**src/rtl/mips_bus_lsu.sv**
```systemverilog
// mips_bus_lsu: MIPS load/store unit bridging byte/half/word core requests onto a 32-bit Avalon-MM master, splitting unaligned accesses
module mips_bus_lsu #(
   parameter int ADDR_W  = 32,
   parameter int TIMEOUT = 255
) (
   input  logic              clk,
   input  logic              rst_n,
   input  logic              req_valid,
   output logic              req_ready,
   input  logic              req_write,
   input  logic [1:0]        req_size,
   input  logic              req_signed,
   input  logic [ADDR_W-1:0] req_addr,
   input  logic [31:0]       req_wdata,
   output logic              resp_valid,
   output logic [31:0]       resp_rdata,
   output logic              resp_error,
   output logic [ADDR_W-1:0] address,
   output logic              read,
   output logic              write,
   input  logic              waitrequest,
   output logic [31:0]       writedata,
   output logic [3:0]        byteenable,
   input  logic [31:0]       readdata
);
   localparam int CW = $clog2(TIMEOUT + 2);
   typedef enum logic [1:0] {IDLE, BEAT1, BEAT2, RESP} state_t;
   state_t state;
   logic l_write, l_signed;
   logic [1:0] l_size;
   logic [ADDR_W-1:0] l_addr, next_base;
   logic [31:0] l_wdata, rbuf, rd_last, result;
   logic [CW-1:0] cnt;
   logic [7:0] be_req, be_lat;
   logic [4:0] sh_lat;
   logic tmo;

   // Byte lanes across two adjacent words: low nibble is the first beat, high nibble the second
   function automatic logic [7:0] lanes(input logic [1:0] sz, input logic [1:0] off);
      lanes = (sz == 2'b00 ? 8'h01 : sz == 2'b01 ? 8'h03 : 8'h0f) << off;
   endfunction

   function automatic logic [31:0] ext(input logic [31:0] r, input logic [1:0] sz, input logic sg);
      ext = sz == 2'b00 ? {{24{sg & r[7]}}, r[7:0]} : sz == 2'b01 ? {{16{sg & r[15]}}, r[15:0]} : r;
   endfunction

   // Lane masks, second-beat address and load assembly from the latched request
   always_comb begin
      be_req    = lanes(req_size, req_addr[1:0]);
      be_lat    = lanes(l_size, l_addr[1:0]);
      sh_lat    = {l_addr[1:0], 3'b000};
      next_base = {l_addr[ADDR_W-1:2], 2'b00} + ADDR_W'(4);
      rd_last   = state == BEAT2 ? rbuf | (readdata << (6'd32 - {1'b0, sh_lat})) : readdata >> sh_lat;
      result    = ext(rd_last, l_size, l_signed);
      tmo       = (TIMEOUT != 0) && (cnt == CW'(TIMEOUT - 1));
      req_ready = state == IDLE;
   end

   // Transaction FSM with all bus and response outputs registered
   always_ff @(posedge clk or negedge rst_n) begin
      if (!rst_n) begin
         state      <= IDLE;
         read       <= 1'b0;
         write      <= 1'b0;
         resp_valid <= 1'b0;
         resp_error <= 1'b0;
         resp_rdata <= '0;
         address    <= '0;
         byteenable <= '0;
         writedata  <= '0;
         cnt        <= '0;
         rbuf       <= '0;
         l_write    <= 1'b0;
         l_signed   <= 1'b0;
         l_size     <= 2'b00;
         l_addr     <= '0;
         l_wdata    <= '0;
      end else begin
         resp_valid <= 1'b0;
         case (state)
            IDLE: if (req_valid) begin
               l_write  <= req_write;
               l_size   <= req_size;
               l_signed <= req_signed;
               l_addr   <= req_addr;
               l_wdata  <= req_wdata;
               cnt      <= '0;
               if (req_size == 2'b11) begin
                  state      <= RESP;
                  resp_valid <= 1'b1;
                  resp_error <= 1'b1;
                  resp_rdata <= '0;
               end else begin
                  state      <= BEAT1;
                  address    <= {req_addr[ADDR_W-1:2], 2'b00};
                  byteenable <= be_req[3:0];
                  writedata  <= req_wdata << {req_addr[1:0], 3'b000};
                  read       <= !req_write;
                  write      <= req_write;
               end
            end
            BEAT1, BEAT2: if (!waitrequest) begin
               cnt <= '0;
               if (state == BEAT1 && |be_lat[7:4]) begin
                  state      <= BEAT2;
                  rbuf       <= rd_last;
                  address    <= next_base;
                  byteenable <= be_lat[7:4];
                  writedata  <= l_wdata >> (6'd32 - {1'b0, sh_lat});
               end else begin
                  state      <= RESP;
                  read       <= 1'b0;
                  write      <= 1'b0;
                  resp_valid <= 1'b1;
                  resp_error <= 1'b0;
                  resp_rdata <= l_write ? '0 : result;
               end
            end else if (tmo) begin
               state      <= RESP;
               read       <= 1'b0;
               write      <= 1'b0;
               resp_valid <= 1'b1;
               resp_error <= 1'b1;
               resp_rdata <= '0;
            end else begin
               cnt <= cnt + CW'(1);
            end
            default: state <= IDLE;
         endcase
      end
   end
endmodule
```
**config.mk**
```make
export PLATFORM = sky130hd
export DESIGN_NAME = mips_bus_lsu
export DESIGN_NICKNAME = d
export VERILOG_FILES = /design/src/rtl/mips_bus_lsu.sv
export SDC_FILE = /design/constraint.sdc
export NUM_CORES = 1
export LEC_CHECK = 0
export CORE_ASPECT_RATIO = 1.25
export CORE_MARGIN = 2
export CORE_UTILIZATION = 60
export DETAILED_ROUTE_END_ITERATION = 12
export DONT_BUFFER_PORTS = 1
export MAX_ROUTING_LAYER = met4
export PLACE_DENSITY = 0.76
export REMOVE_ABC_BUFFERS = 1
export SYNTH_ARGS = -nofsm -noshare
export SYNTH_HDL_FRONTEND = slang
export SYNTH_SLANG_ARGS = --single-unit
export TNS_END_PERCENT = 20
```
**constraint.sdc**
```tcl
create_clock -name clk -period 7.3 [get_ports clk]
set_input_delay 0.365 -clock clk [delete_from_list [all_inputs] [get_ports clk]]
set_output_delay 0.365 -clock clk [all_outputs]
set_load 0.05 [all_outputs]
```
Word level (Yosys, flattened, before mapping)

Cells that the tools add are included.

Flip-flop bits (word level): 215

Add/subtract/negate cells: 3
Equality and inequality tests: 14
Reduce and logical (&&, ||, !) cells: 15
Bitwise operators: 4
Shift-type cells: 6
Multiplexer cells: 59

Operator list:

| cell                  | number |
|---|---|
| $mux 32               | 17 |
| $pmux 32 s2           | 3 |
| $add 32x3->32 const B | 1 |
| $mux 4                | 8 |
| $or 32x32->32         | 1 |
| $shl 32x5->32         | 1 |
| $shl 32x6->32         | 1 |
| $shr 32x5->32         | 1 |
| $shr 32x6->32         | 1 |
| $mux 9                | 3 |
| $pmux 9 s2            | 1 |
| $mux 1                | 17 |
| $reduce_and 5->1      | 3 |
| $add 9x1->9 const B   | 1 |
| $eq 9x8->1 const B    | 1 |
| $ne 3x3->1 const B    | 3 |
| $mux 2                | 4 |
| $ne 2x2->1 const B    | 4 |
| $pmux 1 s2            | 4 |
| $pmux 4 s2            | 1 |
| $shl 4x2->8           | 1 |
| $eq 2x1->1 const B    | 3 |
| $logic_not 2->1       | 3 |
| $reduce_and 3->1      | 2 |
| 13 further kinds      | 16 |

Logic depth before layout (Yosys ltp)

Gate-level depths: netlist (run 1).

Word-level depth: 11
Gate-level depth with buffers: 12

Worst setup path after synthesis (run 1)

OpenSTA, ideal clock, no wires.

Path type: reg2reg
Start: reg l_addr[0]
End: reg rbuf[23]
Arrival time: 3.268 ns
Stages on the path, launching flop included: 12
Required time: 7.175 ns
Setup time: 0.125 ns
Slack: 3.907 ns
Cells stage by stage: dfrtp_1 buf_2 buf_2 buf_2 clkinv_1 ha_1 clkbuf_1 clkbuf_1 mux2_2 a221oi_1 o22ai_1 mux2_2

Word-level cells in the longest chain between the ends: 4
Elaborated cells on any way between the ends: 9
Those cells by class: add/sub (1); shift (3); mux (1); bitwise (1); reduce/logical (3)

RTL lines:

| what                                                      | RTL line | text |
|---|---|---|
| from (decl)                                               | 31       | `logic [ADDR_W-1:0] l_addr, next_base;` |
| from (signal assigned)                                    | 85       | `l_addr <= req_addr;` |
| $sub 6x5->6 / $shl 4x2->8 (equally long branches)         | 53, 40   |  |
| $shl 32x6->32 / $reduce_or 4->1 (equally long branches)   | 53, 104  |  |
| $or 32x32->32 / $logic_and 1x1->1 (equally long branches) | 53, 104  |  |
| $mux 32 / $reduce_and 3->1 (equally long branches)        | -        |  |
| to (signal assigned)                                      | 106      | `rbuf <= rd_last;` |
| to (decl)                                                 | 32       | `logic [31:0] l_wdata, rbuf, rd_last, result;` |

Parallel ways exist; a longest one is shown, timed or not.
A chain may end at the register's enable or synchronous reset.

Worst setup path after layout (run 1)

Start: reg l_addr[0]
End: reg writedata[24]

Word-level cells in the longest chain between the ends: 5
Elaborated cells on any way between the ends: 10
Those cells by class: add/sub (1); eq/ne (1); shift (2); mux (3); reduce/logical (3)

RTL lines:

| what                                                    | RTL line | text |
|---|---|---|
| $sub 6x5->6 / $shl 4x2->8 (equally long branches)       | 109, 40  |  |
| $shr 32x6->32 / $reduce_or 4->1 (equally long branches) | 109, 104 |  |
| $mux 32 / $logic_and 1x1->1 (equally long branches)     | 104      | `if (state == BEAT1 && \|be_lat[7:4]) begin` |
| $mux 32 / $ne 2x2->1 (equally long branches)            | -        |  |
| $pmux 32 s2 / $reduce_and 5->1 (equally long branches)  | -        |  |
| to (signal assigned)                                    | 97       | `writedata <= req_wdata << {req_addr[1:0], 3'b000};` |
| to (signal assigned)                                    | 109      | `writedata <= l_wdata >> (6'd32 - {1'b0, sh_lat});` |
| to (decl)                                               | 22       | `output logic [31:0] writedata,` |

Parallel ways exist; a longest one is shown, timed or not. The select of a mux whose other input is x is not followed.

==> results of run 1 <==
worst max-delay path by stage:
| stage | from | end | slack (ns) | cells after the start |
|---|---|---|---|---|
| after floorplan | l_addr[0] | resp_rdata[0] | 1.58 | 4 |
| after global placement | l_addr[0] | writedata[26] | 2.62 | 7 |
| after detailed placement | l_addr[0] | writedata[26] | 2.54 | 7 |
| after CTS | l_addr[0] | writedata[29] | 2.54 | 7 |
| after global routing | l_addr[0] | writedata[30] | 2.09 | 7 |
| final | l_addr[0] | writedata[24] | 2.47 | 7 |
cell families (layout without fill, tap and decap cells):
kind of cell	after synthesis	in the layout	synth area share, %
muxes	181	181	16.7
AOI/OAI and AO/OA	305	305	18.0
buffers and inverters	95	91	3.31
other	1	2	0.0321
adders and majority gates	8	8	0.858
and+or+nand+nor	321	321	13.1
DFF	213	213	45.7
xor gates and xnor gates	30	30	2.25
sequential cells by signal, summed over array words and instances, names as in the netlist, 2 cells and up:
register    flops
address        30
cnt             9
l_addr         32
state           2
rbuf           32
resp_rdata     32
writedata      32
byteenable      4
l_size          2
l_wdata        32
layout make-up:
| class | count | share of cell area (%) |
|---|---|---|
| multi-input cells | 847 | 46.9 |
| flip-flops and latches | 213 | 41.8 |
| clock buffers | 36 | 5.37 |
| repair buffers | 41 | 3.18 |
| well taps | 236 | 2.32 |
| inverters | 12 | 0.353 |
| clock inverters | 2 | 0.0785 |
per-layer routing:
metal,vias up,wire length [µm],global-route usage [%]
met5,-,0,-
met1,4399,11600,36.4
met2,339,14700,47.9
met4,0,818,9.58
li1,4193,-,-
met3,66,2590,8.04
stage by stage:
step	utilization (%)	setup WS (ns)	hold WS, ns	area [µm²]	instances
2_1_floorplan	-	1.58	0.0694	11300	1072
3_3_place_gp	60.9	2.62	0.0785	11700	1317
3_5_place_dp	60.9	2.54	0.0778	11700	1317
4_1_cts	66.1	2.54	0.000174	12700	1385
5_1_grt	66.2	2.09	0.00142	12800	1387
6_report	66.2	2.47	-0.120	12800	1387
Yosys cell counts (9+ instances only):
library cell | instances | area [µm²]
buf_2 | 12 | 60.1
xor2_1 | 16 | 140
and3_1 | 11 | 68.8
nand2b_1 | 15 | 93.8
nor3_1 | 11 | 55.1
o221ai_1 | 16 | 140
o21a_1 | 12 | 90.1
nand3_1 | 29 | 145
inv_1 | 11 | 41.3
dfrtp_1 | 213 | 5330
o211ai_1 | 10 | 75.1
nand4_1 | 10 | 62.6
clkbuf_1 | 51 | 191
nor2b_1 | 22 | 138
buf_1 | 17 | 63.8
nor2_1 | 78 | 293
mux2i_1 | 67 | 671
o21ai_0 | 73 | 365
a211oi_1 | 32 | 240
a221oi_1 | 14 | 123
mux2_2 | 114 | 1280
o2bb2ai_2 | 10 | 150
nand2_1 | 114 | 428
o2bb2ai_1 | 16 | 140
xnor2_1 | 14 | 123
nand3b_1 | 9 | 67.6
o22ai_1 | 18 | 113
a21oi_1 | 59 | 295
cells in the final DEF, fill, tap and decap left out, types with 5 or more instances in the layout:
cell and instances:
nor2b_1 22, a221oi_1 14, and3_1 11, xnor2_1 14, o2bb2ai_2 10, buf_4 9, dfrtp_1 212, a21o_1 8
o31ai_1 5, nand4_1 10, o21ai_0 73, ha_1 7, nand2b_1 15, nand3_1 29, mux2i_1 67, a22o_1 7
nand2_1 113, nand3b_1 9, xor2_1 16, a211oi_1 32, o22ai_1 18, dlygate4sd3_1 31, o221ai_1 16, a2111oi_0 7
clkbuf_16 23, mux2_2 114, o21a_1 12, clkbuf_1 7, a21oi_1 59, clkbuf_8 6, o2bb2ai_1 16, nor2_1 78
o211ai_1 10, nor3_1 11, inv_1 11
power by group:
part,switching [mW],internal [mW],total (mW)
sequential,1.29,1.70,2.98
combinational,1.72,1.24,2.96
clock,0.448,0.636,1.08
timing repair:
| item | 4_1_cts | 5_1_grt |
|---|---|---|
| gates resized for setup | 0 | 0 |
| hold buffers | 30 | 2 |
| endpoints found under the hold margin | 242 | 2 |
| endpoints found under the setup margin | 0 | 0 |
==> impl_metrics.env, run 1 <==
export IMPL_power_density_nw_per_um2=551
export IMPL_grt_setup_unrepaired="no"
export IMPL_cp_buffers_inverters=1
export IMPL_cp_top_family="simple AND/OR/NAND/NOR gates"
export IMPL_grt_use_total_pct=29.7
export IMPL_syn_area_per_cell_um2=10.1
export IMPL_dieArea_um2=20600
export IMPL_worstReg2RegStart="l_addr[0]"
export IMPL_clkLatencyLatePin_ns=0.50
export IMPL_syn_cell_area_um2=11700
export IMPL_fmax_ghz=0.207
export IMPL_core_um2=19300
export IMPL_vdd_drop_max_v=0.000369
export IMPL_io_buffers=0
export IMPL_clock_path_buffers=3
export IMPL_grt_max_degree=214
export IMPL_period_minus_slack_ns=4.83
export IMPL_tns_ns=0
export IMPL_seq_area_um2=5330
export IMPL_clock_sinks=213
export IMPL_post_drt_via_cell_ratio=6.49
export IMPL_place_gp_congestion=0.875
export IMPL_root_buffer="clkbuf_16"
export IMPL_cts_tree="built"
export IMPL_setup_viol=0
export IMPL_async_flop_share_pct=100
export IMPL_postRouteAntennaNets=0
export IMPL_finalClockSkew_ns=0.0138
export IMPL_cts_htree_levels=1
export IMPL_finalCritPeriodShare_pct=66.1
export IMPL_io_pins=209
export IMPL_dpl_hpwl_um=18900
export IMPL_r2r_setup_slack_ns=2.47
export IMPL_ys_warn_count=0
export IMPL_synth_edff_count=0
export IMPL_crit_required_ns=7.72
export IMPL_grt_pass1_vias=9081
export IMPL_path_class="flip-flop to flip-flop"
export IMPL_drc=0
export IMPL_p_leak_nw=5.40
export IMPL_syn_to_final_growth_pct=9.28
export IMPL_fin_nets=1249
export IMPL_die_width_um=129
export IMPL_crit_fanout=34
export IMPL_path_cells="clkinv_1 > ha_1 > nor2_1 > nand2_1 > nor2_1 > a21oi_1 > o21ai_0"
export IMPL_crit_top_cell="nor2_1"
export IMPL_synthFlopType="dfrtp_1"
export IMPL_hp_class="input port to async pin"
export IMPL_slew_headroom_pct=16.0
export IMPL_rr_worst_depth=7
export IMPL_placementRows=57
export IMPL_multiInputGateArea_um2=5980
export IMPL_cpPeakStageDelay_ns=0.87
export IMPL_drive_above_1_share_pct=15.5
export IMPL_numCtsBuffers=22
export IMPL_finalPower_mw=7.03
export IMPL_clkTransAtPathRegs_ns=0.06
export IMPL_antenna_found_initial=0
export IMPL_die_h_um=160
export IMPL_arrival_ns=5.25
export IMPL_initial_core_util_pct=60.6
export IMPL_grt_pass1_wl_um=48300
export IMPL_ys_seq_area_share_pct=45.7
export IMPL_timing_max_cap_violations=0
export IMPL_whs_ns=-0.120
export IMPL_tightest_slew_ns=1.25
export IMPL_antennaDiodeCount=0
export IMPL_post_synth_num_cell_types=59
export IMPL_status="finished with violations"
export IMPL_route_vias_total=8997
export IMPL_fillerInstances=1536
export IMPL_slew_viol_final=0
export IMPL_ys_ff_latch=213
export IMPL_postSynthCellCount=1154
export IMPL_drtPass1Iterations=5
export IMPL_cp_end_kind="flip-flop"
export IMPL_r2r_end="writedata[24]"
export IMPL_violations="hold timing"
export IMPL_cp_start_kind="flip-flop"
export IMPL_hold_viol=24
export IMPL_overflow=0
export IMPL_crit_slowest_cell="nor2_1"
export IMPL_drtIter0Drc=630
export IMPL_wl_per_cell_um=21.4
export IMPL_wirelength_um=29700
export IMPL_cts_setup_buffers=0
Note: power is estimated with default switching activity, not from simulation.
==> run 2: changes to the inputs <==
--- a/config.mk
+++ b/config.mk
@@ -7,7 +7,7 @@
 export LEC_CHECK = 0
 export CORE_ASPECT_RATIO = 1.25
 export CORE_MARGIN = 2
-export CORE_UTILIZATION = 60
+export CORE_UTILIZATION = 58
 export DETAILED_ROUTE_END_ITERATION = 12
 export DONT_BUFFER_PORTS = 1
 export MAX_ROUTING_LAYER = met4
==> constraint.sdc (replaced) <==
create_clock -name clk -period 4.4 [get_ports clk]
set_input_delay 0.22 -clock clk [delete_from_list [all_inputs] [get_ports clk]]
set_output_delay 0.22 -clock clk [all_outputs]
set_load 0.05 [all_outputs]
==> impl_metrics.env, run 2 (synthesized netlist as in run 1, its figures left out) <==
export IMPL_status="finished with violations"
export IMPL_violations="hold timing"
export IMPL_hold_viol=213
export IMPL_layout_commonest_cell="dfrtp_1"
export IMPL_slew_viol_final=0
export IMPL_path_class="flip-flop to flip-flop"
export IMPL_seq_area_um2=5330
export IMPL_clock_path_buffers=3
export IMPL_finalClockSkew_ns=0.0234
export IMPL_clock_sinks=213
export IMPL_grt_max_degree=214
export IMPL_setup_viol=0
export IMPL_drive_above_1_share_pct=16.1
export IMPL_cts_tree="built"
export IMPL_crit_required_ns=4.80
export IMPL_overflow=0
export IMPL_syn_to_final_growth_pct=15.1
export IMPL_final_cell_area_um2=13400
export IMPL_core_um2=20000
export IMPL_numCtsBuffers=23
export IMPL_grt_pass1_vias=9512
export IMPL_grt_pass1_wl_um=50600
export IMPL_dp_cells=1360
export IMPL_hold_buffers=76
export IMPL_finalCritPeriodShare_pct=82.3
export IMPL_io_pins=209
export IMPL_fillerInstances=1518
export IMPL_fmax_ghz=0.276
export IMPL_arrival_ns=4.02
export IMPL_wl_per_cell_um=22.0
export IMPL_grt_setup_unrepaired="no"
export IMPL_clkLatencyLatePin_ns=0.52
export IMPL_power_density_nw_per_um2=911
export IMPL_postRouteAntennaNets=0
export IMPL_p_leak_nw=5.68
export IMPL_antenna_found_initial=0
export IMPL_placementRows=58
export IMPL_route_vias_total=9475
export IMPL_place_area_um2=11800
export IMPL_cts_resized=0
export IMPL_clkTransAtPathRegs_ns=0.06
export IMPL_place_gp_congestion=0.865
export IMPL_io_buffers=0
export IMPL_layout_common_cells="dfrtp_1, mux2_2, nand2_1"
export IMPL_drtPass1Iterations=5
export IMPL_cts_htree_levels=1
export IMPL_timing_max_cap_violations=0
export IMPL_crit_fanout=29
export IMPL_dpl_hpwl_um=19800
export IMPL_cts_setup_buffers=0
export IMPL_cp_end_kind="flip-flop"
export IMPL_multiInputGateArea_um2=5980
export IMPL_die_width_um=131
export IMPL_whs_ns=-0.590
export IMPL_die_h_um=163
export IMPL_fin_nets=1303
export IMPL_antennaDiodeCount=0
export IMPL_dieArea_um2=21300
export IMPL_drtIter0Drc=660
export IMPL_vdd_drop_max_v=0.000561
export IMPL_hp_class="input port to async pin"
export IMPL_drc=0
export IMPL_root_buffer="clkbuf_16"
export IMPL_wirelength_um=32500
export IMPL_tightest_slew_ns=1.04
export IMPL_stdcell_count=1478
export IMPL_grt_use_total_pct=31.0
export IMPL_period_minus_slack_ns=3.62
export IMPL_slew_headroom_pct=30.8
export IMPL_initial_core_util_pct=58.5
export IMPL_post_drt_via_cell_ratio=6.41
export IMPL_cp_start_kind="flip-flop"
export IMPL_tns_ns=0
## run 2: changes by cell type in the layout (fill, tap and decap cells not counted), sizes merged
cell | previous run | this run
dlygate4sd3 | 31 | 76
buf | 10 | 18
bufinv | 0 | 4
inv | 11 | 12
clkinvlp | 0 | 2
clkinv | 3 | 4
clkbuf | 36 | 32
## run 2: worst paths after layout
kind                              from           to  slack [ns]  cells past startpoint
setup / recovery              state[0]  address[18]        0.78                      7
hold / removal                   rst_n       cnt[3]       -0.59                      0
setup reg to reg              state[0]  address[18]        0.78                      7
hold reg to reg               rbuf[15]     rbuf[15]        0.49                      2
max in group asynchronous        rst_n  l_wdata[23]        4.68                      0
min in group clk           waitrequest   resp_valid        0.02                      3
## run 2: power by group
| part | internal, mW | switching, mW |
|---|---|---|
| clock | 1.30 | 0.815 |
| combinational | 2.18 | 3.01 |
| sequential | 2.81 | 2.12 |
| total | 6.29 | 5.95 |
## run 2: cell type report
| cell class | count | area share, % |
|---|---|---|
| Clock buffer | 32 | 4.98 |
| Multi-Input combinational cell | 847 | 44.5 |
| Sequential cell | 213 | 39.7 |
| Inverter | 12 | 0.335 |
| Tap cell | 270 | 2.52 |
| Timing Repair Buffer | 94 | 6.76 |
| Clock inverter | 10 | 1.18 |
## run 2: critical path, stage by stage, from the launching register on
cell      delay (ns)
dfrtp_1         0.40
inv_1           0.08
ha_2            0.50
and2_1          0.29
nor4b_1         0.62
o21a_1          0.67
nand2_1         0.56
o221ai_1        0.38
## run 2: metal layers
| metal | wire length, µm | GRT usage [%] | vias up |
|---|---|---|---|
| met5 | 0 | - | - |
| met1 | 12400 | 37.3 | 4672 |
| li1 | - | - | 4301 |
| met3 | 3050 | 8.31 | 80 |
| met4 | 1150 | 11.0 | 0 |
| met2 | 15900 | 50.1 | 422 |
## run 2: metrics by stage
stage	util (%)	power [mW]	setup slack (ns)
floorplan	-	8.56	-1.32
global placement	59.3	9.82	0.990
detailed placement	59.3	9.98	0.804
CTS	67.3	12.2	0.805
global route	67.3	13.0	0.480
finish	67.3	12.2	0.780
